## src/rtl/stopwatch_ctrl.sv

```systemverilog
// stopwatch_ctrl -- control front-end for the 0-59 stopwatch counter chain.
//
// Synchronises and debounces the raw start/stop and lap/clear buttons, turns
// debounced rising edges into single-cycle press pulses and runs the
// IDLE/RUN/STOP state machine that drives the counter run-enable, its
// active-low clear pulse and the display-hold flag.
//
// Optional feature macro: LAP_HOLD_EN
//   defined   : lap/clear in RUN toggles hold (display freeze while counting);
//               in STOP, lap/clear first releases a pending hold.
//   undefined : hold is tied to 0, lap/clear in RUN is ignored.
//
// Parameters:
//   DEBOUNCE_CYCLES  stable synced cycles before a debounced level flips (>=2)
//   CLR_CYCLES       length of the clr_n low pulse in clk cycles (>=1)
//
// Ports:
//   clk     in   system clock, posedge
//   clr     in   asynchronous active-high reset
//   btn_ss  in   raw start/stop button (async, bouncy)
//   btn_lc  in   raw lap/clear button (async, bouncy)
//   run     out  counter enable, 1 = counting
//   clr_n   out  active-low clear pulse to the counter
//   hold    out  display freeze request
//   state   out  FSM state: 00 IDLE, 01 RUN, 10 STOP
module stopwatch_ctrl #(
  parameter int unsigned DEBOUNCE_CYCLES = 20,
  parameter int unsigned CLR_CYCLES      = 2
) (
  input  logic       clk,
  input  logic       clr,
  input  logic       btn_ss,
  input  logic       btn_lc,
  output logic       run,
  output logic       clr_n,
  output logic       hold,
  output logic [1:0] state
);

  localparam int unsigned DB_W  = $clog2(DEBOUNCE_CYCLES + 1);
  // One extra count so that after reset release clr_n stays low for
  // CLR_CYCLES full posedges before rising.
  localparam int unsigned CC_W  = $clog2(CLR_CYCLES + 2);
  localparam int unsigned N_BTN = 2;
  localparam int unsigned BTN_SS = 0;
  localparam int unsigned BTN_LC = 1;

  typedef enum logic [1:0] {
    S_IDLE = 2'b00,
    S_RUN  = 2'b01,
    S_STOP = 2'b10
  } state_e;

  logic [N_BTN-1:0]           raw;
  logic [N_BTN-1:0]           meta_q;
  logic [N_BTN-1:0]           sync_q;
  logic [N_BTN-1:0]           db_q;
  logic [N_BTN-1:0]           db_d;
  logic [N_BTN-1:0]           press_q;
  logic [N_BTN-1:0]           press_d;
  logic [N_BTN-1:0][DB_W-1:0] cnt_q;
  logic [N_BTN-1:0][DB_W-1:0] cnt_d;

  state_e          state_q;
  state_e          state_d;
  logic            run_q;
  logic            run_d;
  logic            hold_q;
  logic            hold_d;
  logic            clr_n_q;
  logic            clr_n_d;
  logic [CC_W-1:0] clr_cnt_q;
  logic [CC_W-1:0] clr_cnt_d;
  logic            clr_trig;
  logic            clr_ending;
  logic            ss_p;
  logic            lc_p;

  assign raw  = {btn_lc, btn_ss};
  assign ss_p = press_q[BTN_SS];
  assign lc_p = press_q[BTN_LC];

  // Debounce: count while synced differs from the debounced level, flip on the
  // DEBOUNCE_CYCLES-th differing cycle; any agreeing cycle restarts the count.
  always_comb begin
    db_d    = db_q;
    cnt_d   = cnt_q;
    press_d = '0;
    for (int unsigned i = 0; i < N_BTN; i++) begin
      if (sync_q[i] == db_q[i]) begin
        cnt_d[i] = '0;
      end else if (cnt_q[i] == DB_W'(DEBOUNCE_CYCLES - 1)) begin
        db_d[i]  = sync_q[i];
        cnt_d[i] = '0;
      end else begin
        cnt_d[i] = cnt_q[i] + DB_W'(1);
      end
      press_d[i] = db_d[i] & ~db_q[i];
    end
  end

  // A start request is only honoured once the clear pulse is on its last
  // cycle, so run never overlaps a low clr_n.
  assign clr_ending = (clr_cnt_q <= CC_W'(1));

  // Next-state and registered-output logic.
  always_comb begin
    state_d   = state_q;
    run_d     = run_q;
    hold_d    = hold_q;
    clr_cnt_d = clr_cnt_q;
    clr_n_d   = clr_n_q;
    clr_trig  = 1'b0;

    unique case (state_q)
      S_IDLE: begin
        if (ss_p && clr_ending) begin
          state_d = S_RUN;
          run_d   = 1'b1;
        end else if (lc_p) begin
          clr_trig = 1'b1;
        end
      end
      S_RUN: begin
        if (ss_p) begin
          state_d = S_STOP;
          run_d   = 1'b0;
        end else if (lc_p) begin
`ifdef LAP_HOLD_EN
          hold_d = ~hold_q;
`else
          hold_d = hold_q;
`endif
        end
      end
      S_STOP: begin
        if (lc_p) begin
`ifdef LAP_HOLD_EN
          if (hold_q) begin
            hold_d = 1'b0;
          end else begin
            state_d  = S_IDLE;
            clr_trig = 1'b1;
          end
`else
          state_d  = S_IDLE;
          clr_trig = 1'b1;
`endif
        end else if (ss_p) begin
          state_d = S_RUN;
          run_d   = 1'b1;
        end
      end
      default: begin
        state_d  = S_IDLE;
        clr_trig = 1'b1;
      end
    endcase

    if (state_d == S_IDLE) begin
      run_d  = 1'b0;
      hold_d = 1'b0;
    end
`ifndef LAP_HOLD_EN
    hold_d = 1'b0;
`endif

    // Clear pulse: a trigger (re)loads the full length.
    if (clr_trig) begin
      clr_cnt_d = CC_W'(CLR_CYCLES);
    end else if (clr_cnt_q != '0) begin
      clr_cnt_d = clr_cnt_q - CC_W'(1);
    end
    clr_n_d = (clr_cnt_d == '0);
  end

  // All state: synchronisers, debouncers, FSM and outputs.
  always_ff @(posedge clk or posedge clr) begin
    if (clr) begin
      meta_q    <= '0;
      sync_q    <= '0;
      db_q      <= '0;
      cnt_q     <= '0;
      press_q   <= '0;
      state_q   <= S_IDLE;
      run_q     <= 1'b0;
      hold_q    <= 1'b0;
      clr_n_q   <= 1'b0;
      clr_cnt_q <= CC_W'(CLR_CYCLES + 1);
    end else begin
      meta_q    <= raw;
      sync_q    <= meta_q;
      db_q      <= db_d;
      cnt_q     <= cnt_d;
      press_q   <= press_d;
      state_q   <= state_d;
      run_q     <= run_d;
      hold_q    <= hold_d;
      clr_n_q   <= clr_n_d;
      clr_cnt_q <= clr_cnt_d;
    end
  end

  assign run   = run_q;
  assign hold  = hold_q;
  assign clr_n = clr_n_q;
  assign state = state_q;

endmodule

```

## config.mk

```make
export PLATFORM = sky130hd
export DESIGN_NAME = stopwatch_ctrl
export DESIGN_NICKNAME = d
export VERILOG_FILES = /design/src/rtl/stopwatch_ctrl.sv
export SDC_FILE = /design/constraint.sdc
export NUM_CORES = 1
export LEC_CHECK = 0
export CORE_UTILIZATION = 55
export CTS_CLUSTER_DIAMETER = 100
export DETAILED_ROUTE_END_ITERATION = 7
export GPL_TIMING_DRIVEN = 0
export HOLD_SLACK_MARGIN = 0.06
export PLACE_DENSITY = 0.76
export SYNTH_ARGS = -nofsm -noshare
export SYNTH_HDL_FRONTEND = slang
export SYNTH_SLANG_ARGS = --single-unit
```

## constraint.sdc

```tcl
create_clock -name clk -period 1.7 [get_ports clk]
set_input_delay 0.17 -clock clk [delete_from_list [all_inputs] [get_ports clk]]
set_output_delay 0.17 -clock clk [all_outputs]
set_load 0.05 [all_outputs]
```

==> impl_metrics.yaml <==
setup_path:
  worst_setup_path_end_kind: "primary output"
  r2r_end: "db_q[1]$_DFF_PP0_"
  worstRegToRegCells: 3
  crit_required_ns: 1.53
  cp_cell_sequence: "clkdlybuf4s50_1"
  cp_slowest_cell: "clkdlybuf4s50_1"
  crit_family: "buffers and inverters"
  reg2reg_from: "cnt_q[5]$_DFF_PP0_"
  worstSetupStartpointType: "flop"
  cp.buffers_inverters: 1
  slowest_delay_ns: 0.80
  worst-path-max-fanout: 3
  arrival_ns: 1.47
  r2r_slack_ns: 0.36
  critical_path_class: "flop to primary output"
clocking:
  tritoncts: "built"
  insertion_delay_ns: 0.29
  clock_path_buffers: 2
  cts_inserted_buffers: 3
  cts.repair.resized: 0
  cts_setup_buffers: 0
  cts.hold.buffers_added: 0
  clk_pin_slew_ns: 0.11
  htree_levels: 1
  cts_root_buf: "clkbuf_4"
  cts_sinks: 24
sta:
  slew_headroom_pct: 42.17
  fin_crit_sh_pct: 96.46
  slew_viol_final: 0
  timing.final.crit_period_ns: 1.640
  hold_viol: 0
  finClkSkew_ns: 0.003875
  setup_violations: 0
  fin_setup_tns_ns: 0
  worst_slack_ns: 0.06012
  max_freq_ghz: 0.6098
  rsz0062_at_grt: "no"
  worst_pin_slew_ns: 0.8666
place:
  io_buffers: 7
  place_hpwl_um: 936.2
  placedCellCount: 118
  gp_congestion: 0.7596
  dp_slack_ns: 0.3837
synth:
  yosysWarnings: 0
  syn-cell-area_um2: 1052
  synth-seq-cells: 24
  avgSynthCellArea_um2: 12.24
  synth_cells: 86
  yosys.cell_types.count: 38
  yosysTopAreaCell: "dfrtp_1"
  ys_top_cells_by_area: "dfrtp_1 52%, dfstp_2 5.0%, xor2_1 3.3%"
  synth_top_area_share_pct: 52.32
  ys_seq_area_share_pct: 57.31
  syn-num-nets: 92
die:
  die_y_um: 45.74
  pin_count: 9
  rows: 15
  die_x_um: 45.74
  dieArea_um2: 2092
  initial_core_util_pct: 59.65
  core_um2: 1764
global_route:
  track_usage_pct: 14.85
  antenna_found_initial: 0
  grt_max_degree: 25
  use_met3_pct: 2.381
  grtUsageMet1_pct: 19.58
  grt_most_used_layer: "met2"
  grt_first_pass_wirelength_um: 2277
  grt_pass1_vias: 577
  gr-usage-met2_pct: 26.57
  grt.overflow.total: 0
finish:
  diodes: 0
  fillCellCount: 138
  synthToLayoutAreaGrowth_pct: 13.08
  final_nets: 104
  layout-drive-gt1-share_pct: 13.40
  post-route-util_pct: 67.45
  fin_cells: 122
drt:
  ant_nets: 0
  drt-wirelength-per-cell_um: 10.58
  drc: 0
  vias_per_cell: 5.098
  num_vias: 622
  drtIter0Drc: 11
  drt-total-wl_um: 1291
  first_pass_iters: 4
job:
  maxCapViolations: 0
min_path:
  min_path_cells: 1
  hp-class: "primary input to flop"
  hold_start: "btn_lc"
  min_to: "meta_q[1]$_DFF_PP0_"
pwr:
  power_density_nw_per_um2: 780.9
  p_leak_nw: 0.5365
  power_mw: 0.9292
  irDropWorstVdd_mv: 0.5795
run_status:
  status: "complete, no violations"
cell usage in the layout, fill, tap and decap left out, types with 2 or more instances in the layout:
cell              n
xor2_1            4
mux2_1            2
nand2_1           3
dfstp_2           2
inv_1             3
clkdlybuf4s50_1   7
nor2_1            8
clkbuf_4          3
dfrtp_1          22
buf_2             2
nor2b_1           2
mux2i_1           3
buf_4             2
nand2b_1          2
a21oi_1           2
nand3_1           4
ha_1              2
metal layers:
metal	wire [um]	vias up
li1	-	314
met1	649	299
met2	615	9
met3	26	0
met4	0	0
met5	0	-
cell type report:
type                    instances  area (um^2)  area share (%)
inverters                       3        11.26          0.9464
multi-input cells              55        412.9           34.70
well taps                      25        31.28           2.629
clock buffers                   4        36.28           3.049
repair buffers                  7        70.07           5.889
flip-flops and latches         24        603.1           50.68
plain buffers                   4        25.02           2.103
synthesized netlist by cell type, drive strengths merged:
master and instances:
and3 1, a211oi 1, a221o 1, a21o 1
nor4b 1, o21ba 1, a21oi 2, and2 1
xnor2 2, mux2 2, o22ai 1, o22a 1
conb 1, nor2 8, mux2i 3, ha 2
or2b 1, xor2 4, and3b 1, and2b 1
o32ai 1, dfrtp 22, inv 3, nor2b 2
o21bai 1, nand2b 3, nor3b 2, nand3b 1
nand3 4, nand4bb 1, nor3 1, dfstp 2
buf 4, nand2 3
registers in the layout, indices dropped and copies added, names as in the netlist:
name and cells:
clr_cnt_q 2, clr_n 1, cnt_q 10, db_q 2, meta_q 2, press_q 2, run 1, state 2
sync_q 2
through the flow:
| stage | hold slack, ns | instance area, um^2 |
|---|---|---|
| after floorplan | 0.1831 | 1052 |
| after global placement | 0.3338 | 1154 |
| after detailed placement | 0.3403 | 1154 |
| after CTS | 0.2939 | 1190 |
| after global routing | 0.2942 | 1190 |
| final | 0.3038 | 1190 |
kinds of logic (layout without fill, tap and decap cells):
kind of cell	after synthesis	in the layout	share of synthesized area, %
AO/OA/AOI/OAI	10	10	7.255
AND/OR/NAND/NOR	31	31	18.55
other	1	1	0.3564
flip-flops	24	24	57.31
XOR/XNOR	6	6	5.708
adder cells (fa/ha/maj)	2	2	2.378
buffers and inverters	7	18	3.448
multiplexers	5	5	4.994
worst max-delay path by stage:
| stage | start | to | slack, ns | cells after the start |
|---|---|---|---|---|
| after floorplan | state[0]$_DFF_PP0_ | clr_cnt_q[1]$_DFF_PP1_ | 0.38 | 3 |
| final | run$_DFFE_PP0P_ | run | 0.06 | 1 |
| after detailed placement | cnt_q[5]$_DFF_PP0_ | db_q[1]$_DFF_PP0_ | 0.38 | 3 |
| after global routing | run$_DFFE_PP0P_ | run | 0.004 | 1 |
| after CTS | run$_DFFE_PP0P_ | run | 0.05 | 1 |
| after global placement | run$_DFFE_PP0P_ | run | 0.39 | 1 |
where the power goes:
group	internal [mW]	total, mW	leakage [nW]	switching, mW
registers	0.587	0.599	0.308	0.0123
logic	0.0229	0.0520	0.207	0.0291
clock network	0.130	0.278	0.0210	0.148
worst register-to-register path: stages, from the launching register on:
cell	delay [ns]
dfrtp_1	0.39
ha_1	0.25
nor3b_4	0.26
mux2_1	0.34
Power figures use the tool's default switching activity.
